**src/rtl/hilo_ctrl.sv**
```systemverilog
// -----------------------------------------------------------------------------
// hilo_ctrl
//   Issue/writeback stage for the iterative multiplier in the EX stage of the
//   pipelined MIPS core. Latches MULT/MULTU operands, sequences the multiplier
//   (one start/clear pulse, then enable until done), captures the 64-bit
//   product into the architectural HI/LO registers and serves MFHI/MFLO/MTHI/
//   MTLO. While a product is outstanding any HI/LO instruction is stalled and
//   is serviced in the first IDLE cycle, so a stalled MFHI/MFLO sees the new
//   product. A watchdog aborts a multiply that never completes.
//
// Ports
//   clk, rst          clock (rising edge), asynchronous active-high reset
//   MultStartE        MULT/MULTU in EX          MultSgnE   1 = signed MULT
//   SrcAE, SrcBE      rs / rt operands (SrcAE also carries MTHI/MTLO data)
//   MoveHiE, MoveLoE  MTHI / MTLO in EX         ReadHiE, ReadLoE  MFHI / MFLO
//   MulHi, MulLo      multiplier product        MulDone    multiplier done flag
//   MultE             multiplier enable         MulRst     one-cycle start pulse
//   MultSgn, MultA, MultB  latched signedness and operands to the multiplier
//   HiLoOutE          MFHI/MFLO read data (HI when ReadHiE, else LO)
//   StallHL           stall request to the hazard unit
//   Busy              multiply outstanding (LAUNCH or WAIT)
//   MulErr            sticky watchdog flag, cleared only by rst
// -----------------------------------------------------------------------------
module hilo_ctrl #(
  parameter int TIMEOUT = 80
) (
  input  logic        clk,
  input  logic        rst,
  input  logic        MultStartE,
  input  logic        MultSgnE,
  input  logic [31:0] SrcAE,
  input  logic [31:0] SrcBE,
  input  logic        MoveHiE,
  input  logic        MoveLoE,
  input  logic        ReadHiE,
  input  logic        ReadLoE,
  input  logic [31:0] MulHi,
  input  logic [31:0] MulLo,
  input  logic        MulDone,
  output logic        MultE,
  output logic        MultSgn,
  output logic [31:0] MultA,
  output logic [31:0] MultB,
  output logic        MulRst,
  output logic [31:0] HiLoOutE,
  output logic        StallHL,
  output logic        Busy,
  output logic        MulErr
);

  localparam int CW = $clog2(TIMEOUT + 1);

  typedef enum logic [1:0] {
    S_IDLE   = 2'd0,
    S_LAUNCH = 2'd1,
    S_WAIT   = 2'd2,
    S_WBACK  = 2'd3
  } state_t;

  state_t          state;
  state_t          state_nxt;
  logic [CW-1:0]   counter;
  logic [31:0]     hi;
  logic [31:0]     lo;
  logic            timeout_hit;
  logic            hl_request;

  // counter holds the number of WAIT cycles already spent, so the abort
  // decision is taken in the TIMEOUT-th WAIT cycle.
  assign timeout_hit = (counter == CW'(TIMEOUT - 1));

  // Any instruction that touches HI/LO or the multiplier.
  assign hl_request = MultStartE | MoveHiE | MoveLoE | ReadHiE | ReadLoE;

  // State register.
  always_ff @(posedge clk or posedge rst) begin
    if (rst) begin
      state <= S_IDLE;
    end else begin
      state <= state_nxt;
    end
  end

  // Next-state logic. MulDone only matters in WAIT and wins over the watchdog
  // when both occur in the same cycle.
  always_comb begin
    state_nxt = state;
    case (state)
      S_IDLE: begin
        if (MultStartE) state_nxt = S_LAUNCH;
        else            state_nxt = S_IDLE;
      end
      S_LAUNCH: state_nxt = S_WAIT;
      S_WAIT: begin
        if (MulDone)          state_nxt = S_WBACK;
        else if (timeout_hit) state_nxt = S_IDLE;
        else                  state_nxt = S_WAIT;
      end
      S_WBACK: state_nxt = S_IDLE;
      default: state_nxt = S_IDLE;
    endcase
  end

  // Datapath registers: operand latch, HI/LO, watchdog counter, error flag.
  // In IDLE a MULT start takes precedence over MTHI/MTLO (illegal combination).
  always_ff @(posedge clk or posedge rst) begin
    if (rst) begin
      hi      <= 32'd0;
      lo      <= 32'd0;
      MultA   <= 32'd0;
      MultB   <= 32'd0;
      MultSgn <= 1'b0;
      counter <= '0;
      MulErr  <= 1'b0;
    end else begin
      case (state)
        S_IDLE: begin
          if (MultStartE) begin
            MultA   <= SrcAE;
            MultB   <= SrcBE;
            MultSgn <= MultSgnE;
          end else begin
            if (MoveHiE) hi <= SrcAE;
            if (MoveLoE) lo <= SrcAE;
          end
        end
        S_LAUNCH: begin
          counter <= '0;
        end
        S_WAIT: begin
          counter <= counter + CW'(1);
          if (!MulDone && timeout_hit) MulErr <= 1'b1;
        end
        S_WBACK: begin
          hi <= MulHi;
          lo <= MulLo;
        end
        default: begin
          counter <= '0;
        end
      endcase
    end
  end

  // Control outputs are pure decodes of the state register, so an async reset
  // drops them immediately.
  assign MulRst  = (state == S_LAUNCH);
  assign MultE   = (state == S_LAUNCH) || (state == S_WAIT);
  assign Busy    = (state == S_LAUNCH) || (state == S_WAIT);
  assign StallHL = (state != S_IDLE) && hl_request;

  // Read data comes from the architectural registers only; no bypass from
  // the multiplier outputs.
  assign HiLoOutE = ReadHiE ? hi : lo;

endmodule

```
**config.mk**
```make
export PLATFORM = sky130hd
export DESIGN_NAME = hilo_ctrl
export DESIGN_NICKNAME = d
export VERILOG_FILES = /design/src/rtl/hilo_ctrl.sv
export SDC_FILE = /design/constraint.sdc
export NUM_CORES = 1
export LEC_CHECK = 0
export BUFFER_PORTS_ARGS = -buffer_cell sky130_fd_sc_hd__clkbuf_2
export CORE_AREA = 2 2 126 128
export DETAILED_ROUTE_END_ITERATION = 8
export DIE_AREA = 0 0 128 130
export PLACE_DENSITY = 0.73
export SETUP_SLACK_MARGIN = 0.02
export SYNTH_ARGS = -nofsm -noshare
export SYNTH_HDL_FRONTEND = slang
export SYNTH_SLANG_ARGS = --single-unit
```
**constraint.sdc**
```tcl
create_clock -name clk -period 7.3 [get_ports clk]
set_clock_uncertainty 0.15 [all_clocks]
set_input_delay 1.46 -clock clk [delete_from_list [all_inputs] [get_ports clk]]
set_output_delay 1.46 -clock clk [all_outputs]
set_load 0.02 [all_outputs]
```
==> reports/results.ini <==
[logic_synthesis]
yosysTopAreaCell=dfrtp_1
synth-edff-count=0
synth_seq_cells=139
async_flop_share_pct=100.0
yosysSeqAreaShare_pct=51.22
synthTopCellsByArea=dfrtp_1 51%, mux2_4 15%, mux2_2 13%
yosysWarnings=0
ys.flop_type=dfrtp_1
syn_inst=540
synth_area_um2=6792
synthDistinctLibCells=30
synth_nets=682
netlist.area_leader.share_pct=51.22
avgSynthCellArea_um2=12.58

[route]
drc=0
ant_nets=0
dr.pass1.iters=4
vias=4719
wirelength_um=15410
wire_per_inst_um=15.85
viasPerCell=4.855
first_iter_violations=183

[sta]
min_period_ps=4381
max_slew_margin_pct=33.40
period_share_pct=60.02
rsz0062_at_grt=false
hold_viol_final=0
worstMarginPinSlew_ps=999.0
tns_ps=0
fmax_mhz=228.2
setup_viol=0
slew_viol_final=0

[clocking]
post_cts_buffers=0
numCtsBuffers=17
cts_root_buf=clkbuf_16
clock_path_buffers=2
hold_buffers=0
cts_tree=done
clkSlewWorstSetupHoldPaths_ps=60
cts_max_level=4
clock_latency_ps=400
clock_sinks=139
cts_resized=0

[setup_path]
cp.depth=3
critPathBufInv=2
critPathTopFamily=buffers and inverters
path_class=in -> out
critPathMaxStageDelay_ps=710
cp-start-kind=input port
required_ps=5690
critPathMaxFanout=33
endpoint_kind=primary output
reg2regPathDepth=5
crit_path_frequent_cell=clkbuf_2
crit_slowest_cell=clkbuf_2
crit_arrival_ps=2770
crit_chain=clkbuf_2 -> mux2_2 -> clkbuf_2

[grt]
grt_pass1_vias=4804
grt_pass1_wl_um=24510
antenna_found_initial=0
grt_usage_pct=18.97
grt_max_degree=98
overflow=0

[power]
seq_power_share_pct=35.1
vdd_drop_max_uv=215.8
clockPowerShare_pct=20.8
p_int_mw=2.504
fin_total_pwr_mw=3.920
power.leakage_nw=4.363
power_frac_comb_pct=44.1
switching_share_pct=36.12
switching_power_mw=1.416
p_per_area_nw_per_um2=456.0

[cells_and_area]
regArea_um2=3478
multiInputGateArea_um2=3095
drive_above_1_share_pct=54.10
final_nets=911
syn2layout_area_growth_pct=26.57
finish.utilization_pct=55.73
fill_cells=1349
diodes=0

[die]
core_um2=15420
ios=239
die_area_um2=16640
rows=46
initial_utilization_pct=44.03
die_h_um=130
die_x_um=128

[outcome]
status=finished, final reports clean

[hold_path]
holdPathStages=1
hold_class=reg -> reg

[place]
dp_hpwl_um=10790
io_buffers=238
gp_congestion=0.7640

[run]
drv_cap=0

==> state kept, by name (all words and copies together) (netlist names) <==
register  count
counter       7
MultA        32
lo           32
state         2
MultSgn       1
hi           32
MulErr        1
MultB        32
==> stage by stage <==
step,cell area [µm²],setup WS (ps),cells,hold WS (ps)
after floorplan,6792,1965,540,324.9
after global placement,8044,2973,942,290.1
after detailed placement,8044,2923,942,293.2
after CTS,8596,2921,972,306.8
after global routing,8596,2877,972,343.2
final,8596,2919,972,301.8
==> placed cells by master, fill, tap and decap left out, types with 5 or more instances in the layout <==
| cell type | n |
|---|---|
| nand2_1 | 132 |
| clkbuf_2 | 238 |
| nand2b_1 | 36 |
| mux2_4 | 69 |
| nand3_1 | 5 |
| mux2_2 | 80 |
| dfrtp_1 | 139 |
| clkbuf_1 | 5 |
| mux2_1 | 12 |
| clkbuf_16 | 17 |
==> cells in the mapped netlist, types with 2 or more instances <==
library cell    n
mux2_4         69
a31oi_1         2
inv_1           5
or4_1           2
dfrtp_1       139
nand3_1         5
nand2_1       133
a21o_4          2
nor2b_4         2
mux2_1         12
o211ai_1        2
o31ai_1         2
nand2b_1       36
buf_2          11
mux2_2         80
nor2b_1         2
ha_1            5
clkbuf_1        7
buf_4           2
buf_6          10
o21ai_0         3
==> power groups by stage <==
stage / clock network (mW) / logic (mW) / registers, mW
5_1_grt: 0.877 / 1.86 / 1.42
6_report: 0.816 / 1.73 / 1.37
2_1_floorplan: 0 / 1.09 / 1.54
3_3_place_gp: 0 / 1.72 / 1.38
4_1_cts: 0.841 / 1.76 / 1.37
3_5_place_dp: 0 / 1.76 / 1.38
==> metal layers <==
metal	vias to the layer above	GRT usage [%]	part of all wire (%)
met1	2262	23.36	42
met5	-	0	0
met4	0	8.209	2.4
met2	158	30.98	49
li1	2275	-	-
met3	24	5.986	6.6
==> worst paths after layout <==
kind | startpoint | endpoint | slack [ps]
worst max-delay path | ReadHiE | HiLoOutE[22] | 2920
worst min-delay path | MulErr | MulErr | 300
worst max register to register | state[1] | hi[31] | 4480
worst min register to register | MulErr | MulErr | 300
max in group asynchronous | rst | MultA[31] | 4680
min in group asynchronous | rst | MultB[8] | 980
==> worst reg2reg max path, delay by kind of cell (launching register included) <==
family	cells	cell delay, ps
buffers and inverters	1	610
AO/OA/AOI/OAI	1	530
multiplexers	1	420
AND/OR/NAND/NOR	1	410
flip-flops	1	400
adder cells (fa/ha/maj)	1	180
==> layout make-up <==
type                            instances  share of cell area, %
Tap cell                              192                  2.795
Clock buffer                           23                  5.328
Timing Repair Buffer                  240                  14.03
Multi-Input combinational cell        366                  36.01
Clock inverter                          7                  1.092
Sequential cell                       139                  40.47
Inverter                                5                 0.2766
==> logic make-up (layout without fill, tap and decap cells) <==
family,count (synthesis),count (layout),synth area share [%]
and+or+nand+nor,184,184,12.16
DFF,139,139,51.22
adders and majority gates,5,5,0.9211
muxes,162,162,30.66
buffers and inverters,35,275,3.353
AOI/OAI and AO/OA,15,15,1.695
Note: power is estimated with default switching activity, not from simulation.
